===== config.mk =====
export PLATFORM = sky130hd
export DESIGN_NAME = fetch_decode_flat
export DESIGN_NICKNAME = d
export VERILOG_FILES = /design/src/rtl/fetch_decode_if.sv /design/src/rtl/fetch_decode.sv /design/src/flat_wrapper.sv
export SDC_FILE = /design/constraint.sdc
export NUM_CORES = 1
export LEC_CHECK = 0
export ABC_AREA = 1
export CORE_MARGIN = 2
export CORE_UTILIZATION = 30
export CTS_BUF_LIST = sky130_fd_sc_hd__clkbuf_8
export CTS_CLUSTER_DIAMETER = 60
export DETAILED_ROUTE_END_ITERATION = 8
export PLACE_DENSITY_LB_ADDON = 0.2
export SLEW_MARGIN = 20
export SYNTH_ARGS = -nofsm -noshare
export SYNTH_HDL_FRONTEND = slang
export SYNTH_SLANG_ARGS = --single-unit
export TNS_END_PERCENT = 10

===== constraint.sdc =====
create_clock -name Clk -period 2.25 [get_ports Clk]
set_clock_uncertainty 0.2 [all_clocks]
set_input_delay 0.3375 -clock Clk [delete_from_list [all_inputs] [get_ports Clk]]
set_output_delay 0.3375 -clock Clk [all_outputs]
set_load 0.02 [all_outputs]

===== src/rtl/fetch_decode_if.sv =====
// Handshake and register-file control bundle for fetch_decode.
// master = the sequencer (fetch_decode), slave = instruction memory / datapath side.
interface fetch_decode_if #(
  parameter int unsigned W   = 8,
  parameter int unsigned A   = 2,
  parameter int unsigned PCW = 10,
  parameter int unsigned IW  = 9
);
  logic           Start;
  logic           InstrReq;
  logic [PCW-1:0] PC;
  logic [IW-1:0]  InstrIn;
  logic           InstrValid;
  logic [W-1:0]   JumpReg;
  logic           BranchTaken;
  logic [A-1:0]   RaddrA;
  logic [A-1:0]   RaddrB;
  logic [A-1:0]   Waddr;
  logic           WriteEn;
  logic           Jump;
  logic           SetInst;
  logic           LUT2x;
  logic [W-1:0]   Imm;
  logic [3:0]     LutIdx;
  logic           Done;
  logic [15:0]    InstrCount;

  modport master (
    input  Start, InstrIn, InstrValid, JumpReg, BranchTaken,
    output InstrReq, PC, RaddrA, RaddrB, Waddr, WriteEn, Jump, SetInst, LUT2x,
           Imm, LutIdx, Done, InstrCount
  );

  modport slave (
    output Start, InstrIn, InstrValid, JumpReg, BranchTaken,
    input  InstrReq, PC, RaddrA, RaddrB, Waddr, WriteEn, Jump, SetInst, LUT2x,
           Imm, LutIdx, Done, InstrCount
  );
endinterface


===== src/rtl/fetch_decode.sv =====
// Multi-cycle fetch/decode sequencer: IDLE -> FETCH -> DECODE -> EXEC -> (FETCH | HALT).
// Optional retired-instruction counter enabled by macro FETCH_INSTR_COUNT_EN.
module fetch_decode #(
  parameter int unsigned W   = 8,
  parameter int unsigned A   = 2,
  parameter int unsigned PCW = 10,
  parameter int unsigned IW  = 9
) (
  input  logic            Clk,
  input  logic            Reset,
  fetch_decode_if.master  bus
);

  typedef enum logic [2:0] {
    StIdle,
    StFetch,
    StDecode,
    StExec,
    StHalt
  } state_e;

  localparam logic [2:0] OpAlu  = 3'd0;
  localparam logic [2:0] OpSet  = 3'd1;
  localparam logic [2:0] OpLut  = 3'd2;
  localparam logic [2:0] OpJmp  = 3'd3;
  localparam logic [2:0] OpHalt = 3'd7;

  state_e         r_state;
  state_e         w_state_next;
  logic [PCW-1:0] r_pc;
  logic [PCW-1:0] w_pc_next;
  logic [IW-1:0]  r_instr;
  logic [IW-1:0]  w_instr_next;
  logic [2:0]     w_opcode;
  logic           w_start_accept;
  logic           w_exec;

  assign w_opcode = r_instr[8:6];

  always_ff @(posedge Clk or negedge Reset) begin
    if (!Reset) begin
      r_state <= StIdle;
      r_pc    <= '0;
      r_instr <= '0;
    end else begin
      r_state <= w_state_next;
      r_pc    <= w_pc_next;
      r_instr <= w_instr_next;
    end
  end

  always_comb begin
    w_state_next   = r_state;
    w_pc_next      = r_pc;
    w_instr_next   = r_instr;
    w_start_accept = 1'b0;
    w_exec         = 1'b0;
    unique case (r_state)
      StIdle, StHalt: begin
        if (bus.Start) begin
          w_start_accept = 1'b1;
          w_state_next   = StFetch;
          w_pc_next      = '0;
        end
      end
      StFetch: begin
        if (bus.InstrValid) begin
          w_instr_next = bus.InstrIn;
          w_state_next = StDecode;
        end
      end
      StDecode: begin
        w_state_next = StExec;
      end
      StExec: begin
        w_exec = 1'b1;
        // Only a taken JMP redirects; every other opcode (HALT included) steps PC, wrapping.
        if (w_opcode == OpJmp && bus.BranchTaken) begin
          w_pc_next = PCW'(bus.JumpReg);
        end else begin
          w_pc_next = r_pc + PCW'(1);
        end
        w_state_next = (w_opcode == OpHalt) ? StHalt : StFetch;
      end
      default: begin
        w_state_next = StIdle;
      end
    endcase
  end

  always_comb begin
    bus.InstrReq = (r_state == StFetch);
    bus.PC       = r_pc;
    bus.Done     = (r_state == StHalt);
    bus.RaddrA   = '0;
    bus.RaddrB   = '0;
    bus.Waddr    = '0;
    bus.Imm      = '0;
    bus.LutIdx   = '0;
    bus.WriteEn  = 1'b0;
    bus.Jump     = 1'b0;
    bus.SetInst  = 1'b0;
    bus.LUT2x    = 1'b0;
    if (r_state == StDecode || r_state == StExec) begin
      bus.RaddrA = A'(r_instr[5:4]);
      bus.RaddrB = A'(r_instr[3:2]);
      bus.Waddr  = A'(r_instr[5:4]);
      bus.Imm    = W'(r_instr[5:0]);
      bus.LutIdx = r_instr[3:0];
    end
    if (r_state == StExec) begin
      case (w_opcode)
        OpAlu: bus.WriteEn = 1'b1;
        OpSet: begin
          bus.SetInst = 1'b1;
          bus.WriteEn = 1'b1;
        end
        OpLut:   bus.LUT2x = 1'b1;
        OpJmp:   bus.Jump  = 1'b1;
        default: ;
      endcase
    end
  end

`ifdef FETCH_INSTR_COUNT_EN
  logic [15:0] r_instr_count;

  always_ff @(posedge Clk or negedge Reset) begin
    if (!Reset) begin
      r_instr_count <= '0;
    end else if (w_start_accept) begin
      r_instr_count <= '0;
    end else if (w_exec) begin
      r_instr_count <= r_instr_count + 16'd1;
    end
  end

  assign bus.InstrCount = r_instr_count;
`else
  logic w_unused_cnt;
  assign w_unused_cnt   = w_start_accept ^ w_exec;
  assign bus.InstrCount = '0;
`endif

endmodule


===== src/flat_wrapper.sv =====
// flat-port wrapper written by rule: the top's interface ports become plain ports
module fetch_decode_flat 
#(
  parameter int unsigned W   = 8,
  parameter int unsigned A   = 2,
  parameter int unsigned PCW = 10,
  parameter int unsigned IW  = 9
)
  (Clk, Reset, bus_Start, bus_InstrIn, bus_InstrValid, bus_JumpReg, bus_BranchTaken, bus_InstrReq, bus_PC, bus_RaddrA, bus_RaddrB, bus_Waddr, bus_WriteEn, bus_Jump, bus_SetInst, bus_LUT2x, bus_Imm, bus_LutIdx, bus_Done, bus_InstrCount);
  fetch_decode_if #(.W(W), .A(A), .PCW(PCW), .IW(IW)) bus_i ();
  input  logic Clk;
  input  logic Reset;
  input wire logic [$bits(bus_i.Start)-1:0] bus_Start;
  input wire logic [$bits(bus_i.InstrIn)-1:0] bus_InstrIn;
  input wire logic [$bits(bus_i.InstrValid)-1:0] bus_InstrValid;
  input wire logic [$bits(bus_i.JumpReg)-1:0] bus_JumpReg;
  input wire logic [$bits(bus_i.BranchTaken)-1:0] bus_BranchTaken;
  output wire logic [$bits(bus_i.InstrReq)-1:0] bus_InstrReq;
  output wire logic [$bits(bus_i.PC)-1:0] bus_PC;
  output wire logic [$bits(bus_i.RaddrA)-1:0] bus_RaddrA;
  output wire logic [$bits(bus_i.RaddrB)-1:0] bus_RaddrB;
  output wire logic [$bits(bus_i.Waddr)-1:0] bus_Waddr;
  output wire logic [$bits(bus_i.WriteEn)-1:0] bus_WriteEn;
  output wire logic [$bits(bus_i.Jump)-1:0] bus_Jump;
  output wire logic [$bits(bus_i.SetInst)-1:0] bus_SetInst;
  output wire logic [$bits(bus_i.LUT2x)-1:0] bus_LUT2x;
  output wire logic [$bits(bus_i.Imm)-1:0] bus_Imm;
  output wire logic [$bits(bus_i.LutIdx)-1:0] bus_LutIdx;
  output wire logic [$bits(bus_i.Done)-1:0] bus_Done;
  output wire logic [$bits(bus_i.InstrCount)-1:0] bus_InstrCount;
  assign bus_i.Start = bus_Start;
  assign bus_i.InstrIn = bus_InstrIn;
  assign bus_i.InstrValid = bus_InstrValid;
  assign bus_i.JumpReg = bus_JumpReg;
  assign bus_i.BranchTaken = bus_BranchTaken;
  assign bus_InstrReq = bus_i.InstrReq;
  assign bus_PC = bus_i.PC;
  assign bus_RaddrA = bus_i.RaddrA;
  assign bus_RaddrB = bus_i.RaddrB;
  assign bus_Waddr = bus_i.Waddr;
  assign bus_WriteEn = bus_i.WriteEn;
  assign bus_Jump = bus_i.Jump;
  assign bus_SetInst = bus_i.SetInst;
  assign bus_LUT2x = bus_i.LUT2x;
  assign bus_Imm = bus_i.Imm;
  assign bus_LutIdx = bus_i.LutIdx;
  assign bus_Done = bus_i.Done;
  assign bus_InstrCount = bus_i.InstrCount;
  fetch_decode #(.W(W), .A(A), .PCW(PCW), .IW(IW)) u_core (.Clk(Clk), .Reset(Reset), .bus(bus_i));
endmodule

==> results.ini, run 1 <==
[drt]
wirelength_mm = 3.44
via_per_inst = 4.10
remaining_drc_errors = 0
vias = 1361
ant_nets = 0
wire_per_inst_um = 10.4
first_pass_iters = 4
drt_iter0_markers = 44

[global_route]
grt_pass1_wl_mm = 5.50
grt_antenna_before_repair = 0
grt_use_total_pct = 12.6
gr-total-overflow = 0
grt_pass1_vias = 1243
grt_max_degree = 23

[finish]
layout_common_cells = nand2_1 (56), clkdlybuf4s50_1 (31), nor2_1 (30)
antenna_cells = 0
regArea_sq_um = 551
final_common_cell = nand2_1
area_growth_pct = 34.5
fin_util_pct = 42.6
fin_nets = 289
multiInputGateArea_sq_um = 703
finalNonFillerCells = 332
fillers = 519
drive_gt1_share_pct = 9.81

[clocking]
htreeDepth = 1
clock_latency_ns = 0.26
cts_tree = built
numCtsBuffers = 3
cts_buffer_depth = 2
path_clk_slew_ns = 0.08
cts_root_buf = clkbuf_8
cts_sinks = 22

[floorplan]
row_count = 25
ios = 72
die_h_um = 75.4
die-area_sq_mm = 0.00568
core_area_sq_mm = 0.00482
die-width_um = 75.4
initial_utilization_pct = 31.7

[power_and_ir_drop]
vdd_drop_max_mv = 0.651
powerDensity_mw_per_mm2 = 1220
power.leakage_uw = 0.00108
p_total_uw = 2520

[synth]
yosysUniqueCellTypes = 21
synth_top_family_by_area = simple AND/OR/NAND/NOR gates
synth_flop_cell = dfrtp_1
mappedNetlistArea_sq_mm = 0.00153
synth_edf_count = 0
synthAdderAreaFrac_pct = 0.819
synthXorXnorAreaFrac_pct = 0.573
async_flop_share_pct = 100
ys.warnings.count = 0
syn_avg_cell_area_sq_um = 7.07
synth_cells = 216
synth_compound_area_share_pct = 7.86
synthSimpleGateAreaFrac_pct = 32.4
synth_mux_area_share_pct = 0
ys_seq_area_share_pct = 36.0
ys_ff_latch = 22

[setup_path]
worstSetupStartpointType = register
worstSetupPathType = reg2out
crit_path_start = u_core.r_state[1]$_DFFE_PN0P_
r2r-start = u_core.r_state[2]$_DFFE_PN0P_
crit_arrival_ns = 1.54
cp_max_fo = 6
worstSetupEndpointType = primary output
required_ns = 1.71

[timing]
period_minus_slack_ns = 2.08
slew_viol_final = 0
rsz0062_at_grt = false
fin_ws_ns = 0.172
clock.fmax_ghz = 0.481
hold_viol_final = 0
setup_viol = 0
fin_tns_setup_ns = 0
fin_crit_sh_pct = 92.3

[placed_design]
io_buffers = 53
post-dp-hpwl_mm = 2.70
place.gp.congestion = 0.759
place_ws_ns = 0.126
place_inst = 328

[run]
max_cap_violations = 0

[outcome]
status = complete, no violations

[min_path]
hp-class = in2async

[routing by layer]
metal	part of all wire, %	wire length, um	track usage (%)
met3	6.9	237	3.57
met5	0	0	0
met1	46	1580	17.0
met4	0.73	25	3.12
met2	46	1600	20.1
[synthesized netlist by cell type (2+ instances only)]
library cell	number	area share, %
nand3_1	18	5.9
nor2_2	2	0.82
o21ai_0	8	2.6
buf_4	28	14
inv_1	29	7.1
nand2_1	56	14
nor2_1	30	7.4
dfrtp_1	22	36
a21oi_2	8	4.6
a21oi_1	2	0.66
nor2_4	2	1.5
inv_2	2	0.49
[final cells by class]
cell class / instances / area share, %
clock buffer: 3 / 2.01
clock inverter: 1 / 1.46
inverter: 31 / 5.66
multi-input combinational: 151 / 34.2
sequential: 22 / 26.8
tap: 67 / 4.08
timing repair buffer: 57 / 25.8
[final timing paths]
kind | end | slack [ns] | depth (start not counted)
min in group Clk | u_core.r_instr[3]$_DFFE_PN0P_ | 0.32 | 2
max in group asynchronous | u_core.r_instr[3]$_DFFE_PN0P_ | 1.39 | 2
min reg2reg | u_core.r_instr[3]$_DFFE_PN0P_ | 0.32 | 2
min | u_core.bus.PC[7]$_DFFE_PN0P_ | 0.23 | 2
max | bus_RaddrB[1] | 0.17 | 5
max reg2reg | u_core.r_instr[0]$_DFFE_PN0P_ | 0.64 | 6
[repair_timing]
action	in CTS	in global routing
gates resized for setup	22	5
setup buffers	0	0
setup endpoints to repair	22	2
hold buffers	0	0
[sequential cells by signal, summed over array words and instances (netlist names)]
register and flops:
u_core.r_state 3, u_core.r_instr 9, u_core.bus.PC 10
[stage by stage]
step | hold WS [ns] | cell area [sq um]
3_5_place_dp | 0.302 | 2010
3_3_place_gp | 0.292 | 2010
4_1_cts | 0.238 | 2060
6_report | 0.233 | 2050
2_1_floorplan | -0.158 | 1590
5_1_grt | 0.246 | 2050
[cell families after synthesis]
group,after synthesis
and+or+nand+nor,113
buffers and inverters,60
DFF,22
AOI/OAI and AO/OA,18
xor gates and xnor gates,1
adders and majority gates,1
other,1
[critical path: stages (launching register included)]
cell and delay (ns):
dfrtp_1 0.43, inv_1 0.05, nor2_1 0.13, inv_1 0.14
nor2_1 0.16, dlygate4sd2_1 0.36
[where the power goes]
part	total, uW	internal, uW	leakage [uW]	switching (uW)
clock network	373	238	0.0000357	135
logic	1450	549	0.000773	904
registers	690	548	0.000271	142
Power figures use the tool's default switching activity.
==> run 2: changes to the inputs <==
--- a/config.mk
+++ b/config.mk
@@ -12,6 +12,7 @@
 export CTS_CLUSTER_DIAMETER = 60
 export DETAILED_ROUTE_END_ITERATION = 8
 export PLACE_DENSITY_LB_ADDON = 0.2
+export SETUP_SLACK_MARGIN = 0.05
 export SLEW_MARGIN = 20
 export SYNTH_ARGS = -nofsm -noshare
 export SYNTH_HDL_FRONTEND = slang
==> constraint.sdc (replaced) <==
create_clock -name Clk -period 2.5 [get_ports Clk]
set_clock_uncertainty 0.2 [all_clocks]
set_input_delay 0.375 -clock Clk [delete_from_list [all_inputs] [get_ports Clk]]
set_output_delay 0.375 -clock Clk [all_outputs]
set_load 0.02 [all_outputs]
==> results.ini, run 2 (synthesis results as in run 1) <==
[outcome]
status = complete, no violations  ; unchanged

[timing]
fin_crit_sh_pct = 92.8
clock.fmax_ghz = 0.431
fin_tns_setup_ns = 0  ; unchanged
slew_viol_final = 0  ; unchanged
period_minus_slack_ns = 2.32
rsz0062_at_grt = false  ; unchanged
hold_viol_final = 0  ; unchanged
setup_viol = 0  ; unchanged

[floorplan]
initial_utilization_pct = 31.7  ; unchanged
ios = 72  ; unchanged
core_area_sq_mm = 0.00482  ; unchanged
die_h_um = 75.4  ; unchanged
die-width_um = 75.4  ; unchanged
row_count = 25  ; unchanged
die-area_sq_mm = 0.00568  ; unchanged

[drt]
wl_met1_mm = 1.61  ; was 1.58 mm
drt_iter0_markers = 20  ; was 44
top_layer = met4  ; unchanged
remaining_drc_errors = 0  ; unchanged
wl_met2_mm = 1.51  ; was 1.60 mm
via_per_inst = 4.04  ; was 4.10
first_pass_iters = 4  ; unchanged
met3WireLength_um = 216  ; was 237 um
wirelength_mm = 3.36  ; was 3.44 mm
wire_per_inst_um = 10.2  ; was 10.4 um
ant_nets = 0  ; unchanged
vias = 1328  ; was 1361

[min_path]
hp-class = in2async  ; unchanged

[setup_path]
required_ns = 1.92  ; was 1.71 ns
worstSetupStartpointType = register  ; unchanged
slowest_stage = clkdlybuf4s50_1  ; was dfrtp_1
worstSetupPathType = reg2out  ; unchanged
crit_arrival_ns = 1.74  ; was 1.54 ns
crit_top_cell = nand2_1
max_stage_delay_ns = 0.61  ; was 0.43 ns
cp_top_family = buffers and inverters  ; unchanged
crit_buf_inv = 1  ; was 3
cp_cell_sequence = nand2_1 > nor2_4 > nand2_1 > nor2_1 > clkdlybuf4s50_1  ; was inv_1 > nor2_1 > inv_1 > nor2_1 > dlygate4sd2_1
cp_max_fo = 4  ; was 6
r2r-start = u_core.r_instr[8]$_DFFE_PN0P_  ; was u_core.r_state[2]$_DFFE_PN0P_
crit_path_start = u_core.r_state[1]$_DFFE_PN0P_  ; unchanged
worstSetupEndpointType = primary output  ; unchanged

[placed_design]
io_buffers = 53  ; unchanged
place.gp.congestion = 0.766  ; was 0.759
post-dp-hpwl_mm = 2.62  ; was 2.70 mm

[finish]
fin_nets = 287  ; was 289
antenna_cells = 0  ; unchanged
fillers = 518  ; was 519
layout_common_cells = nand2_1 (56), clkdlybuf4s50_1 (34), nor2_1 (30)  ; was nand2_1 (56), clkdlybuf4s50_1 (31), nor2_1 (30)
drive_gt1_share_pct = 8.40  ; was 9.81%
fin_util_pct = 42.2  ; was 42.6%
final_common_cell = nand2_1  ; unchanged
area_growth_pct = 33.0  ; was 34.5%
largest_reg_flops = 10  ; unchanged

[run]
max_cap_violations = 0  ; unchanged

[power_and_ir_drop]
vdd_drop_max_mv = 0.499  ; was 0.651 mV
power.leakage_uw = 0.00110  ; was 0.00108 uW
powerDensity_mw_per_mm2 = 1060  ; was 1220 mW/mm^2

[global_route]
grt_max_degree = 23  ; unchanged
grt_use_total_pct = 12.0  ; was 12.6%
grt_pass1_vias = 1199  ; was 1243
gr-total-overflow = 0  ; unchanged
grt_pass1_wl_mm = 5.33  ; was 5.50 mm
grt_antenna_before_repair = 0  ; unchanged

[clocking]
post_cts_buffers = 0  ; unchanged
cts_buffer_depth = 2  ; unchanged
htreeDepth = 1  ; unchanged
path_clk_slew_ns = 0.08  ; about the same
cts_sinks = 22  ; unchanged
cts_tree = built  ; unchanged
cts_root_buf = clkbuf_8  ; unchanged
numCtsBuffers = 3  ; unchanged
clock_latency_ns = 0.26  ; about the same

-- run 2: changes by cell type in the layout (fill, tap and decap cells not counted) --
cell | before | now
clkdlybuf4s50_1 | 31 | 34
dlygate4sd2_1 | 20 | 15
dlygate4sd1_1 | 1 | 0
dlymetal6s2s_1 | 0 | 4
bufinv_16 | 1 | 0
buf_4 | 4 | 2
clkbuf_2 | 1 | 0
-- run 2: report_power, final --
group / internal, uW / switching, uW
logic: 493 / 804
registers: 493 / 134
clock network: 107 / 115
-- run 2: stage by stage --
step / power [uW] / hold WS, ns / instances / setup WS (ns) / cell area (sq um)
global route: 2330 / 0.304 / 329 / 0.0790 / 2030
floorplan: 1600 / -0.121 / 233 / 0.582 / 1590
global placement: 2040 / 0.293 / 326 / 0.331 / 2000
finish: 2150 / 0.276 / 329 / 0.181 / 2030
detailed placement: 2050 / 0.295 / 326 / 0.295 / 2000
CTS: 2180 / 0.283 / 329 / 0.0556 / 2020
-- run 2: worst paths after layout --
kind	cells past startpoint	slack (ns)	end
max	5	0.18	bus_Jump
max in group asynchronous	2	1.59	u_core.bus.PC[3]$_DFFE_PN0P_
max reg2reg	8	0.92	u_core.bus.PC[5]$_DFFE_PN0P_
min	2	0.28	u_core.bus.PC[5]$_DFFE_PN0P_
min in group Clk	2	0.31	u_core.r_instr[1]$_DFFE_PN0P_
min reg2reg	2	0.31	u_core.r_instr[1]$_DFFE_PN0P_
-- run 2: worst reg2reg max path: cells and delay by family (launching register included) --
family	cells	cell delay (ns)
buf+inv	2	0.30
flops	1	0.41
simple gates	6	0.57
-- run 2: final cells by class --
cell class | instances | area (sq um) | area share (%)
clock buffer | 3 | 41.3 | 2.03
inverter | 31 | 116 | 5.73
timing repair buffer | 55 | 537 | 26.4
multi-input combinational | 151 | 703 | 34.6
sequential | 22 | 551 | 27.1
tap | 67 | 83.8 | 4.13
-- run 2: repair_timing --
item                       in CTS  in global routing
setup endpoints to repair      16                  4
resized for setup              15                  4
hold buffers                    0                  0
-- run 2: metal layers --
layer,GRT usage (%),up-vias
li1,-,706
met1,17.3,582
met2,18.3,38
met3,2.91,2
met4,3.12,0
met5,0,-
